--- config.mk ---
export PLATFORM = sky130hd
export DESIGN_NAME = mem_arbiter_flat
export DESIGN_NICKNAME = d
export VERILOG_FILES = /design/src/rtl/mem_arb_pkg.sv /design/src/rtl/mem_arbiter_if.sv /design/src/rtl/mem_arb_pick.sv /design/src/rtl/mem_arbiter.sv /design/src/flat_wrapper.sv
export SDC_FILE = /design/constraint.sdc
export NUM_CORES = 1
export LEC_CHECK = 0
export ABC_AREA = 1
export CAP_MARGIN = 20
export CORE_MARGIN = 4
export CORE_UTILIZATION = 30
export CTS_BUF_LIST = sky130_fd_sc_hd__clkbuf_16
export DETAILED_ROUTE_END_ITERATION = 10
export PLACE_DENSITY = 0.72
export SLEW_MARGIN = 10
export SYNTH_ARGS = -nofsm -noshare
export SYNTH_HDL_FRONTEND = slang
export SYNTH_SLANG_ARGS = --single-unit
--- constraint.sdc ---
create_clock -name clk -period 4.1 [get_ports clk]
set_input_delay 0.41 -clock clk [delete_from_list [all_inputs] [get_ports clk]]
set_output_delay 0.41 -clock clk [all_outputs]
set_load 0.01 [all_outputs]
--- src/rtl/mem_arb_pkg.sv ---
// rtl/mem_arb_pkg.sv - shared types and default widths for the fetch/data memory arbiter
package mem_arb_pkg;

  localparam int DEF_ADDR_WIDTH = 32;
  localparam int DEF_DATA_WIDTH = 32;

  typedef enum logic [1:0] {
    IDLE   = 2'd0,
    GNT_IF = 2'd1,
    GNT_DM = 2'd2
  } arb_state_t;

  typedef enum logic {
    REQ_IF = 1'b0,
    REQ_DM = 1'b1
  } requester_t;

endpackage

--- src/rtl/mem_arbiter_if.sv ---
// rtl/mem_arbiter_if.sv - requester and backing-memory handshake bundle for mem_arbiter
interface mem_arbiter_if
  import mem_arb_pkg::*;
#(
  parameter int ADDR_WIDTH = DEF_ADDR_WIDTH,
  parameter int DATA_WIDTH = DEF_DATA_WIDTH
);
  logic                  if_req;
  logic [ADDR_WIDTH-1:0] if_addr;
  logic [DATA_WIDTH-1:0] if_rdata;
  logic                  if_done;

  logic                  dm_req;
  logic                  dm_we;
  logic [ADDR_WIDTH-1:0] dm_addr;
  logic [DATA_WIDTH-1:0] dm_wdata;
  logic [DATA_WIDTH-1:0] dm_rdata;
  logic                  dm_done;

  logic                  mem_req;
  logic                  mem_we;
  logic [ADDR_WIDTH-1:0] mem_addr;
  logic [DATA_WIDTH-1:0] mem_wdata;
  logic                  mem_ack;
  logic [DATA_WIDTH-1:0] mem_rdata;

  logic                  stall_f;
  logic                  stall_m;

  modport slave (
    input  if_req, if_addr, dm_req, dm_we, dm_addr, dm_wdata, mem_ack, mem_rdata,
    output if_rdata, if_done, dm_rdata, dm_done, mem_req, mem_we, mem_addr, mem_wdata,
           stall_f, stall_m
  );

  modport master (
    output if_req, if_addr, dm_req, dm_we, dm_addr, dm_wdata, mem_ack, mem_rdata,
    input  if_rdata, if_done, dm_rdata, dm_done, mem_req, mem_we, mem_addr, mem_wdata,
           stall_f, stall_m
  );

endinterface

--- src/rtl/mem_arb_pick.sv ---
// rtl/mem_arb_pick.sv - combinational winner select; MEM_ARB_RR_EN enables round-robin tie-break
module mem_arb_pick
  import mem_arb_pkg::*;
(
  input  logic       i_if_req,
  input  logic       i_dm_req,
  input  requester_t i_last_grant,
  input  logic [1:0] i_excl,
  output logic       o_valid,
  output requester_t o_winner
);

  logic w_if_cand;
  logic w_dm_cand;

  // i_excl masks out the requester just served at an ack edge
  assign w_if_cand = i_if_req & ~i_excl[0];
  assign w_dm_cand = i_dm_req & ~i_excl[1];
  assign o_valid   = w_if_cand | w_dm_cand;

`ifdef MEM_ARB_RR_EN
  always_comb begin
    o_winner = REQ_IF;
    if (w_if_cand && w_dm_cand) begin
      if (i_last_grant == REQ_IF) o_winner = REQ_DM;
      else                        o_winner = REQ_IF;
    end else if (w_dm_cand) begin
      o_winner = REQ_DM;
    end
  end
`else
  logic w_unused_last;
  assign w_unused_last = i_last_grant;

  always_comb begin
    o_winner = REQ_IF;
    if (w_dm_cand) o_winner = REQ_DM;
  end
`endif

endmodule

--- src/rtl/mem_arbiter.sv ---
// rtl/mem_arbiter.sv - fetch/data arbiter onto one req/ack memory port (MEM_ARB_RR_EN: round-robin)
module mem_arbiter
  import mem_arb_pkg::*;
#(
  parameter int ADDR_WIDTH = DEF_ADDR_WIDTH,
  parameter int DATA_WIDTH = DEF_DATA_WIDTH
)
(
  input  logic          clk,
  input  logic          rst,
  mem_arbiter_if.slave  bus
);

  localparam logic [1:0] S_IDLE   = IDLE;
  localparam logic [1:0] S_GNT_IF = GNT_IF;
  localparam logic [1:0] S_GNT_DM = GNT_DM;

  logic [1:0]            r_state;
  logic                  r_mem_req;
  logic                  r_mem_we;
  logic [ADDR_WIDTH-1:0] r_mem_addr;
  logic [DATA_WIDTH-1:0] r_mem_wdata;

  logic       w_ack;
  logic       w_if_done;
  logic       w_dm_done;
  logic       w_arb;
  logic [1:0] w_excl;
  logic       w_pick_valid;
  requester_t w_winner;
  requester_t w_last_grant;

  // an ack only counts while a request is actually outstanding
  assign w_ack     = bus.mem_ack & r_mem_req;
  assign w_if_done = w_ack & (r_state == S_GNT_IF);
  assign w_dm_done = w_ack & (r_state == S_GNT_DM);
  assign w_arb     = (r_state == S_IDLE) | w_ack;
  assign w_excl    = {w_dm_done, w_if_done};

  mem_arb_pick u_pick (
    .i_if_req     (bus.if_req),
    .i_dm_req     (bus.dm_req),
    .i_last_grant (w_last_grant),
    .i_excl       (w_excl),
    .o_valid      (w_pick_valid),
    .o_winner     (w_winner)
  );

`ifdef MEM_ARB_RR_EN
  requester_t r_last_grant;

  always_ff @(posedge clk or negedge rst) begin
    if (!rst) begin
      r_last_grant <= REQ_IF;
    end else if (w_arb && w_pick_valid) begin
      r_last_grant <= w_winner;
    end
  end

  assign w_last_grant = r_last_grant;
`else
  assign w_last_grant = REQ_IF;
`endif

  always_ff @(posedge clk or negedge rst) begin
    if (!rst) begin
      r_state     <= S_IDLE;
      r_mem_req   <= 1'b0;
      r_mem_we    <= 1'b0;
      r_mem_addr  <= '0;
      r_mem_wdata <= '0;
    end else if (w_arb) begin
      if (w_pick_valid && (w_winner == REQ_DM)) begin
        r_state     <= S_GNT_DM;
        r_mem_req   <= 1'b1;
        r_mem_we    <= bus.dm_we;
        r_mem_addr  <= bus.dm_addr;
        r_mem_wdata <= bus.dm_wdata;
      end else if (w_pick_valid) begin
        r_state     <= S_GNT_IF;
        r_mem_req   <= 1'b1;
        r_mem_we    <= 1'b0;
        r_mem_addr  <= bus.if_addr;
        r_mem_wdata <= '0;
      end else begin
        r_state   <= S_IDLE;
        r_mem_req <= 1'b0;
        r_mem_we  <= 1'b0;
      end
    end
  end

  assign bus.mem_req   = r_mem_req;
  assign bus.mem_we    = r_mem_we;
  assign bus.mem_addr  = r_mem_addr;
  assign bus.mem_wdata = r_mem_wdata;

  assign bus.if_done  = w_if_done;
  assign bus.dm_done  = w_dm_done;
  assign bus.if_rdata = w_if_done ? bus.mem_rdata : '0;
  assign bus.dm_rdata = w_dm_done ? bus.mem_rdata : '0;

  // stalls drop in the done cycle so the pipeline advances on that edge
  assign bus.stall_f = bus.if_req & ~w_if_done;
  assign bus.stall_m = bus.dm_req & ~w_dm_done;

endmodule

--- src/flat_wrapper.sv ---
// flat-port wrapper written by rule: the top's interface ports become plain ports
module mem_arbiter_flat import mem_arb_pkg::*;
#(
  parameter int ADDR_WIDTH = DEF_ADDR_WIDTH,
  parameter int DATA_WIDTH = DEF_DATA_WIDTH
)
  (clk, rst, bus_if_req, bus_if_addr, bus_dm_req, bus_dm_we, bus_dm_addr, bus_dm_wdata, bus_mem_ack, bus_mem_rdata, bus_if_rdata, bus_if_done, bus_dm_rdata, bus_dm_done, bus_mem_req, bus_mem_we, bus_mem_addr, bus_mem_wdata, bus_stall_f, bus_stall_m);
  mem_arbiter_if #(.ADDR_WIDTH(ADDR_WIDTH), .DATA_WIDTH(DATA_WIDTH)) bus_i ();
  input  logic clk;
  input  logic rst;
  input wire logic [$bits(bus_i.if_req)-1:0] bus_if_req;
  input wire logic [$bits(bus_i.if_addr)-1:0] bus_if_addr;
  input wire logic [$bits(bus_i.dm_req)-1:0] bus_dm_req;
  input wire logic [$bits(bus_i.dm_we)-1:0] bus_dm_we;
  input wire logic [$bits(bus_i.dm_addr)-1:0] bus_dm_addr;
  input wire logic [$bits(bus_i.dm_wdata)-1:0] bus_dm_wdata;
  input wire logic [$bits(bus_i.mem_ack)-1:0] bus_mem_ack;
  input wire logic [$bits(bus_i.mem_rdata)-1:0] bus_mem_rdata;
  output wire logic [$bits(bus_i.if_rdata)-1:0] bus_if_rdata;
  output wire logic [$bits(bus_i.if_done)-1:0] bus_if_done;
  output wire logic [$bits(bus_i.dm_rdata)-1:0] bus_dm_rdata;
  output wire logic [$bits(bus_i.dm_done)-1:0] bus_dm_done;
  output wire logic [$bits(bus_i.mem_req)-1:0] bus_mem_req;
  output wire logic [$bits(bus_i.mem_we)-1:0] bus_mem_we;
  output wire logic [$bits(bus_i.mem_addr)-1:0] bus_mem_addr;
  output wire logic [$bits(bus_i.mem_wdata)-1:0] bus_mem_wdata;
  output wire logic [$bits(bus_i.stall_f)-1:0] bus_stall_f;
  output wire logic [$bits(bus_i.stall_m)-1:0] bus_stall_m;
  assign bus_i.if_req = bus_if_req;
  assign bus_i.if_addr = bus_if_addr;
  assign bus_i.dm_req = bus_dm_req;
  assign bus_i.dm_we = bus_dm_we;
  assign bus_i.dm_addr = bus_dm_addr;
  assign bus_i.dm_wdata = bus_dm_wdata;
  assign bus_i.mem_ack = bus_mem_ack;
  assign bus_i.mem_rdata = bus_mem_rdata;
  assign bus_if_rdata = bus_i.if_rdata;
  assign bus_if_done = bus_i.if_done;
  assign bus_dm_rdata = bus_i.dm_rdata;
  assign bus_dm_done = bus_i.dm_done;
  assign bus_mem_req = bus_i.mem_req;
  assign bus_mem_we = bus_i.mem_we;
  assign bus_mem_addr = bus_i.mem_addr;
  assign bus_mem_wdata = bus_i.mem_wdata;
  assign bus_stall_f = bus_i.stall_f;
  assign bus_stall_m = bus_i.stall_m;
  mem_arbiter #(.ADDR_WIDTH(ADDR_WIDTH), .DATA_WIDTH(DATA_WIDTH)) u_core (.clk(clk), .rst(rst), .bus(bus_i));
endmodule
==> results.json <==
{
  "path_clk_slew_ns": 0.05,
  "critPathKind": "primary input to output port",
  "initial_core_util_pct": 31.03,
  "p_per_area_nw_per_um2": 596.6,
  "diodes": 0,
  "io_pins": 268,
  "yosysTopAreaCell": "dfrtp_1",
  "cts_resized": 0,
  "grt.total_usage_pct": 20.38,
  "clock_sinks": 68,
  "drt_iter0_drc": 125,
  "met2_length_um": 7555,
  "postCtsSetupRepairBufs": 0,
  "gp_congestion": 0.8727,
  "tightest_slew_ns": 0.8686,
  "p_total_w": 0.003974,
  "clock_latency_ns": 0.33,
  "synth-simple-area-share_pct": 42.50,
  "min-delay-path-class": "primary input to async pin",
  "vias": 4254,
  "synth_common_cells": "nand2_1, nand3_1, nor2_1",
  "postRouteAntennaNets": 0,
  "startpoint_type": "primary input",
  "numPortBuffers": 267,
  "final_nets": 900,
  "synth_top_family_by_area": "simple AND/OR/NAND/NOR gates",
  "die_y_um": 117.4,
  "yosysWarnings": 0,
  "die_area_um2": 13780,
  "postSynthAreaPerCell_um2": 6.927,
  "rrSetupSlack_ns": 1.62,
  "place_hpwl_um": 11050,
  "core_um2": 11560,
  "leakagePower_nw": 3.291,
  "synth-edff-count": 0,
  "fillerInstances": 1083,
  "avgViaCountPerCell": 4.654,
  "yosys.area.top_type_share_pct": 47.42,
  "skew_ns": 0.004390,
  "finalSetupViolations": 0,
  "syn_inst": 518,
  "wl_met1_um": 5663,
  "register_area_um2": 1702,
  "worstPathArrival_ns": 2.41,
  "timing.rr.end": "u_core.bus.mem_addr[7]",
  "layout_min_cycle_time_ns": 2.824,
  "synthArstFlopShare_pct": 100.0,
  "max_cap_violations": 0,
  "dr.pass1.iters": 4,
  "fmax_ghz": 0.3541,
  "synth_area_um2": 3588,
  "synth.area.mux_share_pct": 0,
  "drt-total-wl_um": 14450,
  "endpoint_kind": "output port",
  "r2r_cells": 9,
  "synth-seq-area-share_pct": 47.42,
  "yosys.area_share.xor_xnor_pct": 0,
  "path_max_fanout": 45,
  "required_ns": 3.69,
  "synth_top_flop_cell": "dfrtp_1",
  "cts_buffer_depth": 2,
  "final_hold_viol_count": 0,
  "grt_pass1_vias": 4431,
  "overflow": 0,
  "rows": 39,
  "wl_met3_um": 838,
  "synth_compound_area_share_pct": 0.5579,
  "cts_tree": "yes",
  "finalCritPeriodShare_pct": 68.89,
  "slew_headroom_pct": 42.10,
  "antenna_found_initial": 0,
  "synthAdderAreaFrac_pct": 0,
  "grt_pass1_wl_um": 22930,
  "hold_buffers": 0,
  "cts_buffers": 9,
  "ir_drop_mv": 0.2406,
  "rsz0062_at_grt": "false",
  "routedWlPerCell_um": 15.81,
  "synth_seq_cells": 68,
  "run_status": "finished clean",
  "yosysMostFrequentCell": "nand2_1",
  "fp.dieW_um": 117.4,
  "multi_input_area_um2": 1548,
  "drive_above_1_share_pct": 4.150,
  "r2r-start": "u_core.bus.mem_req",
  "ys_types": 15,
  "finalSetupTns_ns": 0,
  "final_max_slew_viol_count": 0,
  "h-tree-depth": 3,
  "top_layer_used": "met4",
  "cts_root_buf": "clkbuf_16",
  "area_delta_synth_final_pct": 85.63,
  "grt_max_degree": 69,
  "synth_fp_nets": 652,
  "synth_area_leaders": "dfrtp_1, nand2_1, nand3_1, nor2_1, inv_1",
  "drc_errors": 0
}
## stage by stage
stage / utilization [%] / hold WS (ns) / cells / worst slack, ns / instance area, µm²
finish: 57.60 / 0.1978 / 914 / 1.276 / 6661
floorplan: - / 0.1144 / 518 / 2.358 / 3588
detailed placement: 54.42 / 0.4836 / 897 / 0.9878 / 6294
global placement: 54.42 / 0.4697 / 897 / 1.130 / 6294
global route: 57.60 / 0.2847 / 914 / 1.107 / 6661
CTS: 57.36 / 0.2402 / 913 / 1.255 / 6634
## sequential cells by signal, summed over array words and instances (netlist names)
| register | flops |
|---|---|
| u_core.bus.mem_addr | 32 |
| u_core.bus.mem_req | 1 |
| u_core.bus.mem_wdata | 32 |
| u_core.bus.mem_we | 1 |
| u_core.r_state | 2 |
## worst max-delay path by stage
| stage | slack [ns] | to | startpoint |
|---|---|---|---|
| floorplan | 2.36 | bus_dm_rdata[10] | u_core.bus.mem_req |
| global placement | 1.13 | u_core.bus.mem_addr[18] | bus_mem_ack |
| detailed placement | 0.99 | u_core.bus.mem_addr[31] | bus_mem_ack |
| CTS | 1.25 | bus_dm_rdata[14] | bus_mem_ack |
| global route | 1.11 | bus_dm_rdata[7] | bus_mem_ack |
| finish | 1.28 | bus_dm_rdata[29] | bus_mem_ack |
## worst max-delay path, stage by stage
cell and delay (ns):
clkdlybuf4s50_1 0.45, nand2_1 0.11, inv_2 0.11, nand2_2 0.46
nor2_1 0.28, clkdlybuf4s50_1 0.58
## report_power, final
part,internal (W),switching [W]
sequential,0.000966,0.000173
clock,0.000593,0.000290
combinational,0.000966,0.000988
total,0.00252,0.00145
## layer usage
metal | up-vias | global-route usage [%]
li1 | 2088 | -
met5 | - | 0
met3 | 27 | 5.149
met1 | 1971 | 22.47
met2 | 168 | 37.39
met4 | 0 | 8.138
## layout by cell type, fill, tap and decap left out, types with 2 or more instances in the layout
cell type,n
buf_4,7
bufinv_16,3
clkbuf_16,9
clkdlybuf4s50_1,266
dfrtp_1,68
inv_1,37
inv_2,4
nand2_1,200
nand2_2,2
nand3_1,97
nand3_2,2
nor2_1,69
## cells by family after synthesis
kind of cell,count (synthesis)
AOI/OAI and AO/OA,3
DFF,68
buffers and inverters,77
and+or+nand+nor,370
## layout make-up
class | instances | area share, %
inverter | 40 | 2.254
sequential | 68 | 25.54
clock inverter | 7 | 1.728
clock buffer | 9 | 3.381
multi-input combinational | 373 | 23.23
tap | 143 | 2.686
timing repair buffer | 274 | 41.17
No activity file was read; power rests on OpenSTA's default activity.
